`src/rtl/ula_muldiv_seq_pkg.sv`:
```
// Shared constants for the multiply/divide sequencer: ULA opcodes, md_op encodings,
// the sequencer state enum and the radix-2 iteration count.
package ula_muldiv_seq_pkg;

  localparam logic [4:0] ULA_NOP = 5'b00000;
  localparam logic [4:0] ULA_ADD = 5'b00010;
  localparam logic [4:0] ULA_SUB = 5'b00110;

  localparam logic [1:0] MD_MULT  = 2'b00;
  localparam logic [1:0] MD_MULTU = 2'b01;
  localparam logic [1:0] MD_DIV   = 2'b10;
  localparam logic [1:0] MD_DIVU  = 2'b11;

  localparam int ITER_CNT = 32;

  typedef enum logic [2:0] {
    S_IDLE, S_NEG_A, S_NEG_B, S_ITER, S_FIX_LO, S_FIX_HI, S_DONE
  } state_e;

endpackage

```
`src/rtl/ula_muldiv_seq.sv`:
```
// MULT/MULTU/DIV/DIVU sequencer owning HI/LO; borrows the shared ULA for all add/sub work.
// ULA_MULDIV_DIV_EN enables the restoring divider; without it DIV/DIVU complete at once as no-ops.
module ula_muldiv_seq
  import ula_muldiv_seq_pkg::*;
(
  input  logic        clock,
  input  logic        reset,
  input  logic        start,
  input  logic [1:0]  md_op,
  input  logic [31:0] op_a,
  input  logic [31:0] op_b,
  input  logic        hi_we,
  input  logic        lo_we,
  input  logic [31:0] wdata,
  output logic        busy,
  output logic        done,
  output logic [31:0] hi,
  output logic [31:0] lo,
  output logic        ula_own,
  output logic [31:0] ula_a,
  output logic [31:0] ula_b,
  output logic [4:0]  ula_op,
  input  logic [31:0] ula_s
);

  state_e      state_q, state_d;
  logic [31:0] hi_q, hi_d, lo_q, lo_d, b_q, b_d;
  logic [4:0]  cnt_q, cnt_d;
  logic        sa_q, sa_d, sb_q, sb_d;
`ifdef ULA_MULDIV_DIV_EN
  logic        div_q, div_d;
  logic [31:0] rem_sh;
  logic        take;
`endif
  logic [31:0] addend;
  logic        carry;

  always_ff @(posedge clock or posedge reset) begin
    if (reset) begin
      state_q <= S_IDLE;
      hi_q    <= '0;
      lo_q    <= '0;
      b_q     <= '0;
      cnt_q   <= '0;
      sa_q    <= 1'b0;
      sb_q    <= 1'b0;
`ifdef ULA_MULDIV_DIV_EN
      div_q   <= 1'b0;
`endif
    end else begin
      state_q <= state_d;
      hi_q    <= hi_d;
      lo_q    <= lo_d;
      b_q     <= b_d;
      cnt_q   <= cnt_d;
      sa_q    <= sa_d;
      sb_q    <= sb_d;
`ifdef ULA_MULDIV_DIV_EN
      div_q   <= div_d;
`endif
    end
  end

  always_comb begin
    state_d = state_q;
    hi_d    = hi_q;
    lo_d    = lo_q;
    b_d     = b_q;
    cnt_d   = cnt_q;
    sa_d    = sa_q;
    sb_d    = sb_q;
`ifdef ULA_MULDIV_DIV_EN
    div_d   = div_q;
    rem_sh  = '0;
    take    = 1'b0;
`endif
    addend  = '0;
    carry   = 1'b0;
    ula_a   = '0;
    ula_b   = '0;
    ula_op  = ULA_NOP;

    case (state_q)
      S_IDLE: begin
        if (start) begin
          state_d = S_NEG_A;
          hi_d    = '0;
          lo_d    = op_a;
          b_d     = op_b;
          sa_d    = ~md_op[0] & op_a[31];
          sb_d    = ~md_op[0] & op_b[31];
          cnt_d   = '0;
`ifdef ULA_MULDIV_DIV_EN
          div_d   = md_op[1];
          if (md_op[1] && op_b == 32'd0) begin
            state_d = S_DONE;
            hi_d    = op_a;
            lo_d    = '1;
          end
`else
          if (md_op[1]) begin
            state_d = S_DONE;
            hi_d    = hi_q;
            lo_d    = lo_q;
          end
`endif
        end else begin
          if (hi_we) hi_d = wdata;
          if (lo_we) lo_d = wdata;
        end
      end
      S_NEG_A: begin
        state_d = S_NEG_B;
        if (sa_q) begin
          ula_b  = lo_q;
          ula_op = ULA_SUB;
          lo_d   = ula_s;
        end
      end
      S_NEG_B: begin
        state_d = S_ITER;
        if (sb_q) begin
          ula_b  = b_q;
          ula_op = ULA_SUB;
          b_d    = ula_s;
        end
      end
      S_ITER: begin
        cnt_d = cnt_q + 5'd1;
        if (cnt_q == 5'(ITER_CNT - 1)) state_d = S_FIX_LO;
`ifdef ULA_MULDIV_DIV_EN
        if (div_q) begin
          // hi[31] set means the shifted remainder is 33 bits wide and always exceeds |B|
          rem_sh = {hi_q[30:0], lo_q[31]};
          ula_a  = rem_sh;
          ula_b  = b_q;
          ula_op = ULA_SUB;
          take   = hi_q[31] | (rem_sh >= b_q);
          hi_d   = take ? ula_s : rem_sh;
          lo_d   = {lo_q[30:0], take};
        end else
`endif
        begin
          addend = lo_q[0] ? b_q : 32'd0;
          ula_a  = hi_q;
          ula_b  = addend;
          ula_op = ULA_ADD;
          carry  = ula_s < addend;
          hi_d   = {carry, ula_s[31:1]};
          lo_d   = {ula_s[0], lo_q[31:1]};
        end
      end
      S_FIX_LO: begin
        state_d = S_FIX_HI;
        if (sa_q ^ sb_q) begin
          ula_b  = lo_q;
          ula_op = ULA_SUB;
          lo_d   = ula_s;
        end
      end
      S_FIX_HI: begin
        state_d = S_DONE;
`ifdef ULA_MULDIV_DIV_EN
        if (div_q) begin
          if (sa_q) begin
            ula_b  = hi_q;
            ula_op = ULA_SUB;
            hi_d   = ula_s;
          end
        end else
`endif
        // lo is already negated here; negation preserves zero, so it still tells us the borrow
        if (sa_q ^ sb_q) begin
          ula_a  = ~hi_q;
          ula_b  = {31'd0, lo_q == 32'd0};
          ula_op = ULA_ADD;
          hi_d   = ula_s;
        end
      end
      S_DONE:  state_d = S_IDLE;
      default: state_d = S_IDLE;
    endcase
  end

  assign busy    = (state_q != S_IDLE) && (state_q != S_DONE);
  assign ula_own = busy;
  assign done    = (state_q == S_DONE);
  assign hi      = hi_q;
  assign lo      = lo_q;

endmodule
```
`config.mk`:
```
export PLATFORM = sky130hd
export DESIGN_NAME = ula_muldiv_seq
export DESIGN_NICKNAME = d
export VERILOG_FILES = /design/src/rtl/ula_muldiv_seq_pkg.sv /design/src/rtl/ula_muldiv_seq.sv
export SDC_FILE = /design/constraint.sdc
export NUM_CORES = 1
export LEC_CHECK = 0
export CORE_MARGIN = 8
export CORE_UTILIZATION = 43
export CTS_BUF_LIST = sky130_fd_sc_hd__clkbuf_8
export CTS_CLUSTER_SIZE = 40
export DETAILED_ROUTE_END_ITERATION = 12
export GPL_TIMING_DRIVEN = 0
export HOLD_SLACK_MARGIN = 0.02
export PLACE_DENSITY = 0.88
export SLEW_MARGIN = 5
export SYNTH_ARGS = -nofsm -noshare
export SYNTH_HDL_FRONTEND = slang
export SYNTH_SLANG_ARGS = --single-unit
```
`constraint.sdc`:
```
create_clock -name clock -period 3.2 [get_ports clock]
set_input_delay 0.32 -clock clock [delete_from_list [all_inputs] [get_ports clock]]
set_output_delay 0.32 -clock clock [all_outputs]
set_load 0.01 [all_outputs]
```
* After elaboration in Yosys (flattened, before gate mapping)
Cells that the tools add are included.
Storage, ports and cells: register bits 106, input bits 135, output and inout port bits 136, word-level logic and storage cells 77
Cells by class: add/subtract/negate cells 1, magnitude comparators 1, equal/unequal tests 17, muxes and demuxes 32, bitwise gates (word level) 5, reductions and logical operators 14
Operator list (number):
- $mux 32 | 15
- $pmux 32 s5 | 1
- $pmux 32 s2 | 2
- $pmux 32 s4 | 1
- $pmux 32 s3 | 1
- $logic_not 32->1 | 1
- $lt 32x32->1 | 1
- $not 32->32 | 1
- $mux 3 | 6
- $pmux 3 s6 | 1
- $pmux 3 s5 | 1
- $ne 2x2->1 const B | 6
- $ne 3x3->1 const B | 4
- $pmux 5 s2 | 1
- $eq 3x3->1 const B | 3
- $eq 3x2->1 const B | 2
- $reduce_and 2->1 | 3
- $reduce_bool 3->1 | 2
- $add 5x1->5 const B | 1
- $eq 5x5->1 const B | 1
- $mux 5 | 1
- $reduce_and 5->1 | 1
- $reduce_and 4->1 | 1
- $reduce_bool 2->1 | 2
- other kinds (10) | 11

* Logic depth before layout (Yosys ltp)
depth after elaboration 3, gate-level depth with buffers 9, gate-level depth less buffers 8

* Worst setup path after synthesis
No wires, ideal clock.
path type flip-flop to flip-flop, start point register lo_q[0], in the netlist lo[0], end point register hi_q[31], in the netlist hi[31], library setup time 0.140 ns, data arrival time 2.087 ns, required time 3.060 ns, setup slack 0.974 ns, cell stages (with the launch flop) 10, buffers on the path 2, clock period less this slack 2.226 ns, cells stage by stage dfrtp_1 > clkbuf_1 > clkbuf_1 > nand2_1 > ha_1 > nand4_1 > nor3_1 > a221oi_1 > o211ai_1 > o221ai_1
On the way: longest elaborated chain between the ends 3
Ends and longest elaborated chain:
- from (decl) | RTL line ula_muldiv_seq.sv:27 | logic [31:0] hi_q, hi_d, lo_q, lo_d, b_q, b_d;
- from (signal assigned) | RTL line ula_muldiv_seq.sv:53 | lo_q <= lo_d;
- $mux 32 | RTL line ula_muldiv_seq.sv:144 | addend = lo_q[0] ? b_q : 32'd0;
- $lt 32x32->1 | RTL line ula_muldiv_seq.sv:148 | carry = ula_s < addend;
- $pmux 32 s3 | RTL line ula_muldiv_seq.sv:83 | case (state_q)
- to (signal assigned) | RTL line ula_muldiv_seq.sv:52 | hi_q <= hi_d;
- to (decl) | RTL line ula_muldiv_seq.sv:27
Every way passes these cells. A chain may end at the register's enable or synchronous reset.

* Final worst setup path
start point register state_q[2], end point output port ula_b[22]
On the way: longest elaborated chain between the ends 2, elaborated cells on any way between the ends 6, those cells by class eq/ne: 5; mux: 1
Ends and longest elaborated chain:
- from (decl) | RTL line ula_muldiv_seq.sv:26 | state_e state_q, state_d;
- from (signal assigned) | RTL line ula_muldiv_seq.sv:51 | state_q <= state_d;
- $eq 3x3->1 (tied with other cells) | RTL line ula_muldiv_seq.sv:83
- $pmux 32 s5 * | RTL line ula_muldiv_seq.sv:83
- to (decl) | RTL line ula_muldiv_seq.sv:21 | output logic [31:0] ula_b,
Every way passes the cells marked *; elsewhere a longest branch is shown, timed or not.

==> out/results.tsv <==
metric	value	unit
setup_viol	0	
syn_inst	841	
crit_end	ula_b[22]	
seq_area_frac_synth	0.3387	
holdWs	0.2198	ns
period_share	0.9771	
dieArea	22790	um2
synth_top_area_share	0.3387	
period_minus_slack	3.127	ns
worstReg2RegStart	lo[0]	
crit_type	flip-flop to output port	
cts_max_path_buffers	2	
cp_cell_sequence	buf_4 > clkbuf_4 > nor2b_4 > nand2_1 > a21oi_4 > buf_6 > a22oi_1 > nor2_1 > clkdlybuf4s50_1	
final_cell_mix	251 x clkdlybuf4s50_1, 112 x nand2_1, 106 x dfrtp_1, 105 x o21ai_0	
synth_cell_types	55	
ant_nets	0	
yosysTopAreaCell	dfrtp_1	
worstMarginPinSlew	1.084	ns
nets	1298	
start_util	0.4375	
worstSkewPairLatency	0.40	ns
crit_path_top_delay_cell	clkdlybuf4s50_1	
cts_tree	yes	
critical_path.top_delay_family	buffers and inverters	
die_y	151.0	um
final_area	11240	um2
hold_viol_final	0	
rrSetupSlack	0.24	ns
drive_gt1_frac	0.1538	
dp_cells	1340	
grt_overflow	0	
worst-path-stages	9	
gp_congestion	0.9134	
crit_path_max_fanout	10	
post_drt_wl_per_cell	23.69	um
grt_usage	0.2772	
cpPeakStageDelay	0.60	ns
vdd_ir_drop_max	0.4376	mV
cts_sinks	106	
vias	8209	
cts_buffers	9	
dp_hpwl	24.56	mm
slew-limit-headroom	0.2700	
crit_path_start	state_q[2]	
async_reset_ff_frac	1.000	
rows	49	
grt_max_degree	92	
clockRootBuffer	clkbuf_8	
avgSynthCellArea	9.313	um2
cp-end-kind	output port	
die_w	151.0	um
viasPerCell	6.027	
min_path_type	input pin to asynchronous set/reset pin	
cp.arrival	2.81	ns
area_growth	43.50	%
cts_hold_buf	0	
yosysWarnings	0	
drc	0	
p_leak	4.798	nW
placed_cell_area	10830	um2
fin_skew	0.01070	ns
wl	32.27	mm
reg2reg_depth	9	
syn-cell-area	7833	um2
drv_cap	0	
ys_seq_elements	106	
synthTopCellsByArea	dfrtp_1 34%, mux2_2 9.2%, mux2i_1 8.2%	
grt_pass1_wl	48.31	mm
power_density	912.3	nW/um2
h-tree-depth	3	
path_clk_slew	0.10	ns
required	2.88	ns
dr.pass1.iters	5	
critPathLaunchType	flip-flop	
stdcell_count	1362	
clock.fmax	0.3198	GHz
synth_ff_type	dfrtp_1	
grt_pass1_vias	8364	
status	finished clean	
port_buffers	267	
core_area	17900	um2
synth-edff-count	0	
timing.rr.end	hi[31]	
crit_buf_inv	4	
drt_iter0_markers	758	
antenna_found_initial	2	
layout_commonest_cell	clkdlybuf4s50_1	
slew_viol_final	0	
io_pins	271	
[power by group]
group / switching (mW) / internal, mW / leakage [nW]
Combinational: 3.44 / 3.14 / 3.37
Clock: 0.506 / 0.451 / 0.109
Sequential: 0.732 / 1.98 / 1.32
[cells in the mapped netlist, types with 2 or more instances]
master    number
nand2b_1       2
a21o_1         4
mux2_2        64
buf_6          2
o21ai_1        7
o21ai_0      106
a22o_1         4
a221oi_1       3
nor3_1         6
buf_1          5
a211oi_1       2
nor3b_1        4
nor3b_2       29
buf_2         31
nand2_1      112
nor4_1         8
buf_8          3
a221o_1       31
ha_1          35
nand4_1        6
a22oi_1       63
inv_1          3
buf_4          6
nor2b_1        9
nand3b_1       4
a21oi_1       16
and2_1         2
a21oi_2        2
mux2i_1       64
dfrtp_1      106
or3_1          2
clkbuf_1      29
nand3_1        5
and3b_1        2
and3_1         2
nor2_1        43
[stage by stage]
| stage | util | setup WS [ns] | TNS (ns) | power (mW) |
|---|---|---|---|---|
| 2_1_floorplan | - | 0.09111 | 0 | 6.236 |
| 3_3_place_gp | 0.6032 | -1.755 | -185.07 | 8.886 |
| 3_5_place_dp | 0.6050 | 0.07003 | 0 | 9.074 |
| 4_1_cts | 0.6214 | 0.007066 | 0 | 10.12 |
| 5_1_grt | 0.6276 | -0.01542 | -0.06052 | 10.84 |
| 6_report | 0.6278 | 0.07340 | 0 | 10.25 |
[kinds of logic (layout without fill, tap and decap cells)]
| group | count (synthesis) | after routing | synth area share |
|---|---|---|---|
| DFF | 106 | 106 | 0.3387 |
| muxes | 128 | 128 | 0.1738 |
| xor gates and xnor gates | 2 | 2 | 0.002237 |
| adders and majority gates | 35 | 35 | 0.05591 |
| buffers and inverters | 80 | 368 | 0.05239 |
| AOI/OAI and AO/OA | 249 | 249 | 0.2094 |
| and+or+nand+nor | 240 | 240 | 0.1671 |
| other | 1 | 5 | 0.0004788 |
[what timing repair did]
action,CTS,global route
endpoints found under the setup margin,62,63
resized for setup,24,31
buffers inserted,2,4
pin swaps,1,1
[layer usage]
metal	global-route usage	up-vias	part of all wire
li1	-	3693	-
met1	0.3300	3965	0.40
met2	0.4478	475	0.47
met3	0.08216	76	0.098
met4	0.1400	0	0.037
met5	0	-	0
[final cells by class]
type	instances	area, um2
Fill cell	1504	6663
Clock buffer	10	137.6
Multi-Input combinational cell	657	4830
Antenna cell	2	5.005
Tap cell	229	286.5
Clock inverter	4	68.82
Buffer	76	454.2
Sequential cell	106	2653
Inverter	4	23.77
Timing Repair Buffer	274	2781
[worst min-delay path by stage]
stage             start        to  slack (ns)
5_1_grt           reset     hi[6]        0.23
3_3_place_gp   cnt_q[2]  cnt_q[2]        0.49
6_report          reset    hi[30]        0.22
3_5_place_dp     b_q[3]    b_q[3]        0.49
2_1_floorplan    b_q[0]    b_q[0]        0.46
4_1_cts           reset    hi[26]        0.22
[state kept, by name (all words and copies together), names as in the netlist]
signal,flops
b_q,32
sb_q,1
lo,32
hi,32
cnt_q,5
state_q,3
sa_q,1
Power figures use the tool's default switching activity.
